File: src/rtl/branch_predictor_if.sv
// Fetch/decode-side signal bundle for the branch predictor.
// Latency: none (wires only).
// Backpressure: stall_d/flush_d travel inside the bundle; there is no handshake.
interface branch_predictor_if #(
    parameter int CNT_W = 32
);
    logic [31:0]      pc_f;
    logic             is_branch_f;
    logic             pred_taken_f;
    logic             stall_d;
    logic             flush_d;
    logic             branch_d;
    logic             taken_d;
    logic             pred_taken_d;
    logic             mispredict_d;
    logic [CNT_W-1:0] branch_cnt;
    logic [CNT_W-1:0] miss_cnt;

    // Pipeline side: drives fetch/decode information, consumes predictions.
    modport master (
        output pc_f, is_branch_f, stall_d, flush_d, branch_d, taken_d,
        input  pred_taken_f, pred_taken_d, mispredict_d, branch_cnt, miss_cnt
    );

    // Predictor side.
    modport slave (
        input  pc_f, is_branch_f, stall_d, flush_d, branch_d, taken_d,
        output pred_taken_f, pred_taken_d, mispredict_d, branch_cnt, miss_cnt
    );
endinterface

File: src/rtl/branch_predictor.sv
// 2-bit saturating-counter branch predictor; optional gshare via BRANCH_PREDICTOR_GSHARE_EN.
// Latency: prediction combinational at fetch; training visible to fetch one cycle after the update edge.
// Backpressure: stall_d holds the fetch->decode prediction and defers training; flush_d kills it.
module branch_predictor #(
    parameter int IDX_W = 6,
    parameter int GHR_W = 6,
    parameter int CNT_W = 32
) (
    input  logic            clk,
    input  logic            rst,
    branch_predictor_if.slave bp
);
    localparam int DEPTH = 2 ** IDX_W;

    logic [1:0]       ctr [DEPTH];
    logic [IDX_W-1:0] pc_idx;
    logic [IDX_W-1:0] idx_f;
    logic             valid_d;
    logic             pred_d;
    logic [IDX_W-1:0] idx_d;
    logic             update;
    logic [CNT_W-1:0] branch_cnt_q;
    logic [CNT_W-1:0] miss_cnt_q;
    logic             unused_pc;

    assign pc_idx    = bp.pc_f[IDX_W+1:2];
    assign unused_pc = ^{bp.pc_f[31:IDX_W+2], bp.pc_f[1:0]};

`ifdef BRANCH_PREDICTOR_GSHARE_EN
    logic [GHR_W-1:0] ghr;

    assign idx_f = pc_idx ^ IDX_W'(ghr);

    // Global history: shift in each resolved outcome; deliberately not restored on flush.
    always_ff @(posedge clk or posedge rst) begin
        if (rst) begin
            ghr <= '0;
        end else if (update) begin
            ghr <= (ghr << 1) | GHR_W'(bp.taken_d);
        end
    end
`else
    localparam int unused_ghr_w = GHR_W;

    assign idx_f = pc_idx;
`endif

    // Training happens once per branch, at the edge closing its non-stalled decode cycle.
    assign update          = bp.branch_d & valid_d & ~bp.stall_d;
    assign bp.pred_taken_f = bp.is_branch_f & ctr[idx_f][1];
    assign bp.pred_taken_d = pred_d;
    assign bp.mispredict_d = update & (pred_d ^ bp.taken_d);
    assign bp.branch_cnt   = branch_cnt_q;
    assign bp.miss_cnt     = miss_cnt_q;

    // Counter table: all entries weak not-taken at reset; saturating train, no read bypass.
    always_ff @(posedge clk or posedge rst) begin
        if (rst) begin
            for (int i = 0; i < DEPTH; i++) begin
                ctr[i] <= 2'b01;
            end
        end else if (update) begin
            if (bp.taken_d && (ctr[idx_d] != 2'b11)) begin
                ctr[idx_d] <= ctr[idx_d] + 2'd1;
            end else if (!bp.taken_d && (ctr[idx_d] != 2'b00)) begin
                ctr[idx_d] <= ctr[idx_d] - 2'd1;
            end
        end
    end

    // Fetch->decode prediction register: flush beats stall beats load.
    always_ff @(posedge clk or posedge rst) begin
        if (rst) begin
            valid_d <= 1'b0;
            pred_d  <= 1'b0;
            idx_d   <= '0;
        end else if (bp.flush_d) begin
            valid_d <= 1'b0;
            pred_d  <= 1'b0;
        end else if (!bp.stall_d) begin
            valid_d <= bp.is_branch_f;
            pred_d  <= bp.pred_taken_f;
            idx_d   <= idx_f;
        end
    end

    // Performance counters, saturating at all-ones.
    always_ff @(posedge clk or posedge rst) begin
        if (rst) begin
            branch_cnt_q <= '0;
            miss_cnt_q   <= '0;
        end else begin
            if (update && (branch_cnt_q != '1)) begin
                branch_cnt_q <= branch_cnt_q + 1'b1;
            end
            if (bp.mispredict_d && (miss_cnt_q != '1)) begin
                miss_cnt_q <= miss_cnt_q + 1'b1;
            end
        end
    end
endmodule

File: src/flat_wrapper.sv
// flat-port wrapper written by rule: the top's interface ports become plain ports
module branch_predictor_flat 
#(
    parameter int IDX_W = 6,
    parameter int GHR_W = 6,
    parameter int CNT_W = 32
)
  (clk, rst, bp_pc_f, bp_is_branch_f, bp_stall_d, bp_flush_d, bp_branch_d, bp_taken_d, bp_pred_taken_f, bp_pred_taken_d, bp_mispredict_d, bp_branch_cnt, bp_miss_cnt);
  branch_predictor_if #(.CNT_W(CNT_W)) bp_i ();
  input  logic clk;
  input  logic rst;
  input wire logic [$bits(bp_i.pc_f)-1:0] bp_pc_f;
  input wire logic [$bits(bp_i.is_branch_f)-1:0] bp_is_branch_f;
  input wire logic [$bits(bp_i.stall_d)-1:0] bp_stall_d;
  input wire logic [$bits(bp_i.flush_d)-1:0] bp_flush_d;
  input wire logic [$bits(bp_i.branch_d)-1:0] bp_branch_d;
  input wire logic [$bits(bp_i.taken_d)-1:0] bp_taken_d;
  output wire logic [$bits(bp_i.pred_taken_f)-1:0] bp_pred_taken_f;
  output wire logic [$bits(bp_i.pred_taken_d)-1:0] bp_pred_taken_d;
  output wire logic [$bits(bp_i.mispredict_d)-1:0] bp_mispredict_d;
  output wire logic [$bits(bp_i.branch_cnt)-1:0] bp_branch_cnt;
  output wire logic [$bits(bp_i.miss_cnt)-1:0] bp_miss_cnt;
  assign bp_i.pc_f = bp_pc_f;
  assign bp_i.is_branch_f = bp_is_branch_f;
  assign bp_i.stall_d = bp_stall_d;
  assign bp_i.flush_d = bp_flush_d;
  assign bp_i.branch_d = bp_branch_d;
  assign bp_i.taken_d = bp_taken_d;
  assign bp_pred_taken_f = bp_i.pred_taken_f;
  assign bp_pred_taken_d = bp_i.pred_taken_d;
  assign bp_mispredict_d = bp_i.mispredict_d;
  assign bp_branch_cnt = bp_i.branch_cnt;
  assign bp_miss_cnt = bp_i.miss_cnt;
  branch_predictor #(.IDX_W(IDX_W), .GHR_W(GHR_W), .CNT_W(CNT_W)) u_core (.clk(clk), .rst(rst), .bp(bp_i));
endmodule
File: config.mk
export PLATFORM = sky130hd
export DESIGN_NAME = branch_predictor_flat
export DESIGN_NICKNAME = d
export VERILOG_FILES = /design/src/rtl/branch_predictor_if.sv /design/src/rtl/branch_predictor.sv /design/src/flat_wrapper.sv
export SDC_FILE = /design/constraint.sdc
export NUM_CORES = 1
export LEC_CHECK = 0
export ABC_AREA = 1
export CAP_MARGIN = 5
export CELL_PAD_IN_SITES_DETAIL_PLACEMENT = 1
export CELL_PAD_IN_SITES_GLOBAL_PLACEMENT = 1
export CORE_MARGIN = 5
export CORE_UTILIZATION = 45
export DETAILED_ROUTE_END_ITERATION = 8
export PLACE_DENSITY = 0.88
export RECOVER_POWER = 100
export SYNTH_ARGS = -nofsm -noshare
export SYNTH_HDL_FRONTEND = slang
export SYNTH_SLANG_ARGS = --single-unit
File: constraint.sdc
create_clock -name clk -period 12.7 [get_ports clk]
set_clock_uncertainty 0.15 [all_clocks]
set_input_delay 2.54 -clock clk [delete_from_list [all_inputs] [get_ports clk]]
set_output_delay 2.54 -clock clk [all_outputs]
set_load 0.01 [all_outputs]
==> results of run 1 <==
-- layout by cell type, fill, tap and decap left out, types with 17 or more instances in the layout --
cell	Yosys	final
nand4_1	19	19
clkbuf_16	0	17
xor2_1	39	39
nor2_1	145	144
nand3_1	142	143
dlygate4sd3_1	0	71
inv_1	145	152
nor3_1	38	38
dfstp_2	64	64
o21ai_0	75	79
o31ai_1	26	26
nand2_1	700	700
dfrtp_1	136	135
a21oi_1	30	30
-- cell families (layout without fill, tap and decap cells) --
family | count (synthesis) | in the layout
and+or+nand+nor | 1062 | 1062
buffers and inverters | 229 | 285
DFF | 200 | 200
AOI/OAI and AO/OA | 145 | 145
xor gates and xnor gates | 53 | 53
adders and majority gates | 4 | 4
-- routing by layer --
metal / vias up / routed length (um) / track usage (%) / part of all wire, %
met2: 363 / 19500 / 46.9 / 49
met3: 82 / 2010 / 3.88 / 5.0
met1: 5896 / 17100 / 35.7 / 43
met5: - / 0 / 0 / 0
met4: 0 / 1230 / 10.9 / 3.1
li1: 5419 / - / - / -
-- critical path: stages, from the launching register on --
cell and delay (ns):
dfrtp_2 0.41, inv_1 0.24, clkbuf_1 1.75, nand3_1 1.41, inv_1 0.85, nand2_1 0.11, nand2_1 0.09, nor2_1 0.04
nand2_1 0.10, nand2_1 0.08, nand2_1 0.11, nor2_1 0.07, nand2_1 0.10, inv_1 0.05, ha_1 0.30, xor2_1 0.28
inv_1 0.43, clkbuf_1 1.74, o21ai_0 0.40
-- where the power goes --
| part | internal, W | switching [W] | leakage, nW |
|---|---|---|---|
| Combinational | 0.0000694 | 0.000176 | 3.51 |
| Sequential | 0.000675 | 0.0000388 | 2.47 |
| Clock | 0.000297 | 0.000270 | 0.288 |
-- metrics by stage --
| stage | hold WS (ns) | cells | worst slack [ns] |
|---|---|---|---|
| 4_1_cts | 0.321 | 2084 | 4.23 |
| 3_5_place_dp | 0.308 | 2052 | 4.27 |
| 2_1_floorplan | 0.296 | 1693 | 4.66 |
| 6_report | 0.318 | 2084 | 3.68 |
| 3_3_place_gp | 0.303 | 2052 | 4.28 |
| 5_1_grt | 0.333 | 2084 | 3.51 |
-- how the worst max path moves through the flow --
stage	start	endpoint	slack [ns]
after detailed placement	bp_pc_f[3]	bp_pred_taken_f	4.27
after floorplan	rst	u_core.bp.branch_cnt[0]	4.66
after global routing	u_core.idx_d[0]	u_core.ctr[117]	3.51
final	u_core.idx_d[0]	u_core.ctr[49]	3.68
after CTS	bp_pc_f[3]	bp_pred_taken_f	4.23
after global placement	bp_pc_f[3]	bp_pred_taken_f	4.28
-- cell type report --
type                    instances  area, um^2
repair buffers                 92         881
inverters                     161         606
clock inverters                13         161
fillers                      3382       12600
multi-input cells            1264        5650
flip-flops and latches        200        5090
clock buffers                  19         433
well taps                     335         419
==> summary.md, run 1 <==
| Metric | Value |
|---|---|
| Mapped Cells | `1,693` |
| Gr ovfl total | `0` |
| Commonest cells in the netlist | `nand2_1, inv_1, nor2_1` |
| Netlist cell types | `32` |
| Synth Cell Area | `11,700 um^2` |
| CTS root buf | `clkbuf_16` |
| Post-Synth Simple-Gate Area | `37.0%` |
| Post-DP HPWL | `26,200 um` |
| WP data arrival | `9.07 ns` |
| Largest family of logic cells by synthesized area | `simple AND/OR/NAND/NOR gates` |
| Pin count of the biggest net entering global routing | `126` |
| Initial core utilization | `45.3%` |
| Req. time, crit path | `12.75 ns` |
| Status | `complete, but fails checks` |
| Asr flop ratio synth | `100%` |
| Die H | `171 um` |
| Hold-critical path depth | `2` |
| Residual DRC | `0` |
| Worst setup path class | `register to register` |
| Wire length of the first global-routing pass | `64,800 um` |
| R2r worst-path depth | `18` |
| Slew headroom | `-285%` |
| Slew at the pin closest to its max-slew limit | `5.74 ns` |
| Detailed-route wire length per cell | `19.1 um` |
| CTS tree | `yes` |
| Die X | `171 um` |
| ANT nets after route | `0` |
| Compound-Gate Fraction of Synth Area | `6.82%` |
| Vias per inst | `5.64` |
| Max Slew Vio Count | `217` |
| Reg2reg start | `u_core.idx_d[0]` |
| Clock Pin Slew Worst Setup and Hold Paths | `0.07 ns` |
| Post-synth top flop | `dfrtp_1` |
| Die ar. | `29,400 um^2` |
| Sequential area share after synthesis | `43.4%` |
| Port bufs | `79` |
| Final worst path period share | `71.0%` |
| Gates resized, CTS repair | `0` |
| Overall routing resource usage | `27.6%` |
| Total power | `0.00153 W` |
| Top-count cell post-synth | `nand2_1` |
| Post-synthesis adder-cell area fraction | `0.427%` |
| CTS buffer count | `17` |
| Syn Area/Cell | `6.92 um^2` |
| Final Hold Vio Count | `0` |
| Placed cell area | `12,700 um^2` |
| Post-synth EDFFs | `0` |
| Top cell type's share of synthesized area | `29.0%` |
| Vias in the first global route | `12,400` |
| Share of cells above drive strength 1 | `6.98%` |
| Rows | `59` |
| 1st-iter DRT viols | `970` |
| Fraction of synthesized area in multiplexers | `0%` |
| Synth area leaders | `dfrtp_1, nand2_1, dfstp_2` |
| Initial antenna violation count | `0` |
| Post-Syn Nets | `1,736` |
| GPL Wtd Cong | `0.911` |
| Worst skew pair latency | `0.45 ns` |
| Min-Delay Path Class | `register to register` |
| Largest area contributor in the netlist | `dfrtp_1` |
| Crit path time final | `9.02 ns` |
| FMAX | `111 MHz` |
| Post-CTS setup repair buffer count | `0` |
| Ys Warns | `0` |
| Setup crit start kind | `register` |
| MaxCap Viol Count | `3` |
| Antenna cell count | `0` |
| Critical Path End Type | `register` |
| Vias | `11,800` |
| Register-to-Register Setup Slack | `3.68 ns` |
| Htree depth | `4` |
| Crit Path Max Fanout | `46` |
| Post-Synth XOR/XNOR Area | `3.96%` |
| Post-route cell area | `13,200 um^2` |
| Worst vdd ir | `0.0786 mV` |
| RSZ-0062 raised after global routing | `no` |
| CTS Hold Buffers Added | `0` |
| Finished Core Util | `51.2%` |
| Endpoints failing setup | `0` |
| LEAKAGE | `6.27 nW` |
| Register bit total from synthesis | `200` |
| Sum Neg Setup Slack | `0 ns` |
| # IOs | `106` |
| Nets | `1,779` |
| Failing checks | `max-capacitance violations, max-slew violations` |
| Power Density | `115 nW/um^2` |
| Core region area | `25,800 um^2` |
| Final WL | `39,900 um` |
| Area growth, synth to finish | `12.9%` |
| CTS sink cnt | `200` |
| Pre-Repair DR Iteration Count | `5` |
| Maximum clock path buffer count | `2` |
| FF-to-FF End | `u_core.ctr[49]` |
(Power assumes the default switching activity.)
==> run 2, diff against run 1 <==
--- a/config.mk
+++ b/config.mk
@@ -10,9 +10,9 @@
 export CELL_PAD_IN_SITES_DETAIL_PLACEMENT = 1
 export CELL_PAD_IN_SITES_GLOBAL_PLACEMENT = 1
 export CORE_MARGIN = 5
-export CORE_UTILIZATION = 45
+export CORE_UTILIZATION = 42
 export DETAILED_ROUTE_END_ITERATION = 8
-export PLACE_DENSITY = 0.88
+export PLACE_DENSITY = 0.83
 export RECOVER_POWER = 100
 export SYNTH_ARGS = -nofsm -noshare
 export SYNTH_HDL_FRONTEND = slang
==> constraint.sdc (replaced) <==
create_clock -name clk -period 8.58 [get_ports clk]
set_clock_uncertainty 0.15 [all_clocks]
set_input_delay 1.716 -clock clk [delete_from_list [all_inputs] [get_ports clk]]
set_output_delay 1.716 -clock clk [all_outputs]
set_load 0.01 [all_outputs]
==> summary.md, run 2 (synthesis results as in run 1) <==
| Metric | Value |
|---|---|
| Antenna cell count | `0 (unchanged)` |
| Worst setup path class | `register to register (unchanged)` |
| ANT nets after route | `0 (unchanged)` |
| CTS buffer count | `17 (unchanged)` |
| Status | `complete, but fails checks (unchanged)` |
| Gates resized, CTS repair | `0 (unchanged)` |
| Failing checks | `max-capacitance violations, max-slew violations (unchanged)` |
| Maximum clock path buffer count | `2 (unchanged)` |
| Endpoints failing setup | `0 (unchanged)` |
| Final Non-Filler Cells | `2,126 (was 2,084)` |
| Pin count of the biggest net entering global routing | `134 (was 126)` |
| Port bufs | `79 (unchanged)` |
| Crit Path Max Fanout | `54 (was 46)` |
| Layout fillers | `3,599 (was 3,382)` |
| DP Worst Slack | `1.89 ns (was 4.27 ns)` |
| Max Slew Vio Count | `124 (was 217)` |
| FMAX | `139 MHz (was 111 MHz)` |
| Most common cell after layout, fill and taps aside | `nand2_1 (unchanged)` |
| Min setup slack post-route | `1.37 ns (was 3.68 ns)` |
| Die X | `177 um (was 171 um)` |
| Area growth, synth to finish | `13.1% (was 12.9%)` |
| Setup crit start kind | `register (unchanged)` |
| Slew at the pin closest to its max-slew limit | `3.78 ns (was 5.74 ns)` |
| 1st-iter DRT viols | `814 (was 970)` |
| Die H | `177 um (was 171 um)` |
| Slew headroom | `-152% (was -285%)` |
| Final Hold Vio Count | `0 (unchanged)` |
| Slowest stage cell on the critical path | `clkbuf_1 (unchanged)` |
| Initial core utilization | `42.4% (was 45.3%)` |
| Multi-input gate area | `5650 um^2 (about the same)` |
| LEAKAGE | `6.25 nW (was 6.27 nW)` |
| Residual DRC | `0 (unchanged)` |
| CTS sink cnt | `200 (unchanged)` |
| Post-CTS setup repair buffer count | `0 (unchanged)` |
| Critical Path End Type | `register (unchanged)` |
| Crit path time final | `7.21 ns (was 9.02 ns)` |
| Gr ovfl total | `0 (unchanged)` |
| Post-DP HPWL | `25,700 um (was 26,200 um)` |
| Final worst path period share | `84.0% (was 71.0%)` |
| Initial antenna violation count | `1 (was 0)` |
| Overall routing resource usage | `25.1% (was 27.6%)` |
| Placed insts | `2,094 (was 2,052)` |
| RSZ-0062 raised after global routing | `no (unchanged)` |
| Final WL | `38,300 um (was 39,900 um)` |
| Rows | `61 (was 59)` |
| Worst skew pair latency | `0.46 ns (was 0.45 ns)` |
| Min-Delay Path Class | `register to register (unchanged)` |
| Req. time, crit path | `8.75 ns (was 12.75 ns)` |
| CTS root buf | `clkbuf_16 (unchanged)` |
| Htree depth | `4 (unchanged)` |
| GPL Wtd Cong | `0.882 (was 0.911)` |
| Vias | `11,400 (was 11,800)` |
| Core region area | `27,600 um^2 (was 25,800 um^2)` |
| CP peak stage delay | `2.13 ns (was 1.75 ns)` |
| WP data arrival | `7.38 ns (was 9.07 ns)` |
| CTS Hold Buffers Added | `0 (unchanged)` |
| Vias per inst | `5.34 (was 5.64)` |
| Pre-Repair DR Iteration Count | `5 (unchanged)` |
| MaxCap Viol Count | `2 (was 3)` |
| Nets | `1,778 (was 1,779)` |
| Critical path's most frequent cell | `nand2_1 (unchanged)` |
| Share of cells above drive strength 1 | `7.04% (was 6.98%)` |
| Detailed-route wire length per cell | `18.0 um (was 19.1 um)` |
| CTS tree | `yes (unchanged)` |
| Sum Neg Setup Slack | `0 ns (unchanged)` |
| Finished Core Util | `48.0% (was 51.2%)` |
| Die ar. | `31,300 um^2 (was 29,400 um^2)` |
| # IOs | `106 (unchanged)` |
| Sequential cell area | `5090 um^2 (unchanged)` |
| Power Density | `167 nW/um^2 (was 115 nW/um^2)` |
| Commonest non-fill, non-tap cells in the layout | `nand2_1, inv_1, nand3_1, nor2_1, dfrtp_1 (was nand2_1, inv_1, nor2_1)` |
| Clock Pin Slew Worst Setup and Hold Paths | `0.08 ns (was 0.07 ns)` |
| Worst vdd ir | `0.0947 mV (was 0.0786 mV)` |
| Vias in the first global route | `12,100 (was 12,400)` |
| Worst path cell trace | `clkbuf_1 -> inv_2 -> buf_4 -> nand3_1 -> inv_1 -> nand2_1 -> nand2_1 -> nor2_1 -> nand2_1 -> nand2_1 -> nand2_1 -> nor2_4 -> nand2_1 -> ha_1 -> or2_2 -> xor2_1 -> clkinv_1 -> buf_4 -> o31ai_1 (was inv_1 -> clkbuf_1 -> nand3_1 -> inv_1 -> nand2_1 -> nand2_1 -> nor2_1 -> nand2_1 -> nand2_1 -> nand2_1 -> nor2_1 -> nand2_1 -> inv_1 -> ha_1 -> xor2_1 -> inv_1 -> clkbuf_1 -> o21ai_0)` |
| Wire length of the first global-routing pass | `63,100 um (was 64,800 um)` |
## run 2: area by class of cell
cell class	count	share of cell area, %
Clock buffer	19	3.34
Clock inverter	13	0.822
Timing Repair Buffer	91	6.59
Multi-Input combinational cell	1264	42.7
Inverter	161	4.62
Tap cell	378	3.57
Sequential cell	200	38.4
## run 2: per-layer routing
metal  GRT usage, %  vias to the layer above  share of wire, %
met4           8.09                        2               2.3
met1           33.0                     5645                45
met5              0                        -             0.023
met3           2.91                       59               3.7
li1               -                     5415                 -
met2           43.5                      230                49
## run 2: critical path: cells and delay by family (launching register included)
| kind | cells | cell delay [ns] |
|---|---|---|
| buf+inv | 6 | 3.46 |
| compound gates | 1 | 0.30 |
| fa+ha+maj | 1 | 0.20 |
| xor+xnor | 1 | 0.74 |
| flops | 1 | 0.35 |
| simple gates | 10 | 1.83 |
## run 2: path summary, 6_finish.rpt
kind	start	cells past startpoint	slack, ns	end
max in group asynchronous	rst	3	2.37	u_core.ctr[103]
worst min-delay path	register	2	0.32	register
worst max-delay path	u_core.idx_d[0]	19	1.37	u_core.ctr[63]
worst max register to register	u_core.idx_d[0]	19	1.37	u_core.ctr[63]
worst min register to register	register	2	0.32	register
min in group asynchronous	rst	2	1.82	u_core.bp.branch_cnt[24]
## run 2: power breakdown
group / switching [W] / total (W) / internal [W]
sequential: 0.0000539 / 0.00105 / 0.000999
clock: 0.000412 / 0.000802 / 0.000389
combinational: 0.000249 / 0.000353 / 0.000104
## run 2: stage by stage
stage / hold slack, ns / power (W) / instance area (um^2)
floorplan: 0.296 / 0.00127 / 11700
global placement: 0.303 / 0.00143 / 12700
detailed placement: 0.310 / 0.00144 / 12700
CTS: 0.322 / 0.00224 / 13300
global route: 0.336 / 0.00230 / 13300
finish: 0.322 / 0.00221 / 13300
==> run 3, diff against run 2 <==
==> constraint.sdc (replaced) <==
create_clock -name clk -period 7.32 [get_ports clk]
set_clock_uncertainty 0.15 [all_clocks]
set_input_delay 1.464 -clock clk [delete_from_list [all_inputs] [get_ports clk]]
set_output_delay 1.464 -clock clk [all_outputs]
set_load 0.01 [all_outputs]
==> summary.md, run 3 (synthesis results as in run 1) <==
| Metric | Value |
|---|---|
| Die ar. | `31,300 um^2 (unchanged)` |
| Share of cells above drive strength 1 | `7.25% (was 7.04%)` |
| Final Hold Vio Count | `0 (unchanged)` |
| Sum Neg Setup Slack | `0 ns (unchanged)` |
| Multi-input gate area | `5650 um^2 (unchanged)` |
| Max Slew Vio Count | `82 (was 124)` |
| Port bufs | `79 (unchanged)` |
| Critical Path End Type | `output port (was register)` |
| Overall routing resource usage | `24.9% (was 25.1%)` |
| Worst vdd ir | `0.149 mV (was 0.0947 mV)` |
| Slew at the pin closest to its max-slew limit | `3.81 ns (was 3.78 ns)` |
| Logic pwr share | `15.9% (was 16.0%)` |
| Worst skew pair latency | `0.45 ns (was 0.46 ns)` |
| FMAX | `158 MHz` |
| CTS sink cnt | `200 (unchanged)` |
| Pre-Repair DR Iteration Count | `5 (unchanged)` |
| Nets | `1,782 (was 1,778)` |
| Detailed-route wire length per cell | `17.9 um (was 18.0 um)` |
| Htree depth | `4 (unchanged)` |
| Gr ovfl total | `0 (unchanged)` |
| Status | `complete, but fails checks (unchanged)` |
| Placed insts | `2,098 (was 2,094)` |
| Wire length of the first global-routing pass | `62,700 um (was 63,100 um)` |
| Placed cell area | `12,700 um^2 (about the same)` |
| Initial antenna violation count | `0 (was 1)` |
| Worst setup path class | `primary input to output port (was register to register)` |
| Sw Ratio | `32.6% (was 32.4%)` |
| Final worst path period share | `86.6%` |
| Power Density | `195 nW/um^2 (was 167 nW/um^2)` |
| P_int | `0.00175 W (was 0.00149 W)` |
| Finished Core Util | `48.1% (was 48.0%)` |
| CTS tree | `yes (unchanged)` |
| Psw | `0.000847 W (was 0.000715 W)` |
| Vias per inst | `5.33 (was 5.34)` |
| Crit path time final | `6.34 ns` |
| Residual DRC | `0 (unchanged)` |
| Die X | `177 um (unchanged)` |
| GPL Wtd Cong | `0.894 (was 0.882)` |
| Area growth, synth to finish | `13.4% (was 13.1%)` |
| Core region area | `27,600 um^2 (unchanged)` |
| Worst Setup SP | `bp_pc_f[2] (was u_core.idx_d[0])` |
| Most common cell after layout, fill and taps aside | `nand2_1 (unchanged)` |
| Endpoints failing setup | `0 (unchanged)` |
| Final WL | `38,200 um (was 38,300 um)` |
| Final Non-Filler Cells | `2,130 (was 2,126)` |
| ANT nets after route | `0 (unchanged)` |
| Rows | `61 (unchanged)` |
| Layout fillers | `3,614 (was 3,599)` |
| Clk pwr share | `36.3% (about the same)` |
| Vias in the first global route | `12,000 (was 12,100)` |
| # IOs | `106 (unchanged)` |
| RSZ-0062 raised after global routing | `no (unchanged)` |
| MaxCap Viol Count | `1 (was 2)` |
| Register share of total power | `47.8% (was 47.7%)` |
| Reg2reg start | `u_core.idx_d[2] (was u_core.idx_d[0])` |
| Post-route cell area | `13,300 um^2 (about the same)` |
| Sequential cell area | `5090 um^2 (unchanged)` |
| Crit Path Max Fanout | `18 (was 54)` |
| CTS root buf | `clkbuf_16 (unchanged)` |
| Vias | `11,400 (about the same)` |
| Post-DP HPWL | `26,000 um (was 25,700 um)` |
| WP data arrival | `4.72 ns (was 7.38 ns)` |
| Setup crit start kind | `primary input (was register)` |
| Maximum clock path buffer count | `2 (unchanged)` |
| Initial core utilization | `42.4% (unchanged)` |
| Final hold slack | `0.320 ns (was 0.322 ns)` |
| LEAKAGE | `6.27 nW (was 6.25 nW)` |
| Failing checks | `max-capacitance violations, max-slew violations (unchanged)` |
| CTS Hold Buffers Added | `0 (unchanged)` |
| Slew headroom | `-155% (was -152%)` |
| 1st-iter DRT viols | `800 (was 814)` |
| Antenna cell count | `0 (unchanged)` |
| Commonest non-fill, non-tap cells in the layout | `nand2_1, inv_1, nand3_1, nor2_1, dfrtp_1 (unchanged)` |
| Post-CTS setup repair buffer count | `0 (unchanged)` |
| Req. time, crit path | `5.71 ns (was 8.75 ns)` |
| Die H | `177 um (unchanged)` |
| Gates resized, CTS repair | `0 (unchanged)` |
| Clock Pin Slew Worst Setup and Hold Paths | `0.08 ns (about the same)` |
| Pin count of the biggest net entering global routing | `82 (was 134)` |
| CTS buffer count | `17 (unchanged)` |
| Min-Delay Path Class | `register to register (unchanged)` |
[run 3: power groups by stage]
stage,clock (W),sequential [W],combinational (W)
5_1_grt,0.00101,0.00125,0.000453
3_5_place_dp,0,0.00126,0.000426
3_3_place_gp,0,0.00126,0.000416
4_1_cts,0.000963,0.00124,0.000429
6_report,0.000943,0.00124,0.000412
2_1_floorplan,0,0.00125,0.000241
[run 3: cell type report]
class / count / share of cell area [%]
flip-flops and latches: 200 / 38.3
repair buffers: 95 / 6.81
inverters: 161 / 4.56
multi-input cells: 1264 / 42.5
clock buffers: 18 / 3.23
well taps: 378 / 3.56
clock inverters: 14 / 1.04
[run 3: path summary, 6_finish.rpt]
path                                                  to  slack (ns)  cells past startpoint
worst max-delay path                     bp_pred_taken_f        0.98                     11
worst max register to register                  register        1.26                     20
min in group asynchronous       u_core.bp.branch_cnt[29]        2.45                      2
worst min register to register                  register        0.32                      2
worst min-delay path                            register        0.32                      2
max in group asynchronous                 u_core.ctr[31]        2.21                      3
[run 3: metrics by stage]
step | setup WS (ns) | power, W
after floorplan | 0.358 | 0.00149
after global placement | 1.50 | 0.00167
after detailed placement | 1.45 | 0.00169
after CTS | 1.39 | 0.00263
after global routing | 0.816 | 0.00271
final | 0.983 | 0.00259
[run 3: routing by layer]
metal | track usage, % | vias up | wire (um)
met2 | 43.1 | 229 | 18700
met3 | 2.97 | 53 | 1290
met5 | 0 | - | 0
li1 | - | 5421 | -
met1 | 32.8 | 5650 | 17400
met4 | 7.58 | 0 | 833
[run 3: worst max-delay path: stages]
cell	delay, ns
dlygate4sd3_1	1.03
clkbuf_1	0.65
nand2_1	0.14
nand3_1	0.12
nand3_1	0.09
nand2_1	0.10
nand2_1	0.07
nand3_1	0.09
nand3_1	0.17
a21oi_1	0.19
clkdlybuf4s50_1	0.60
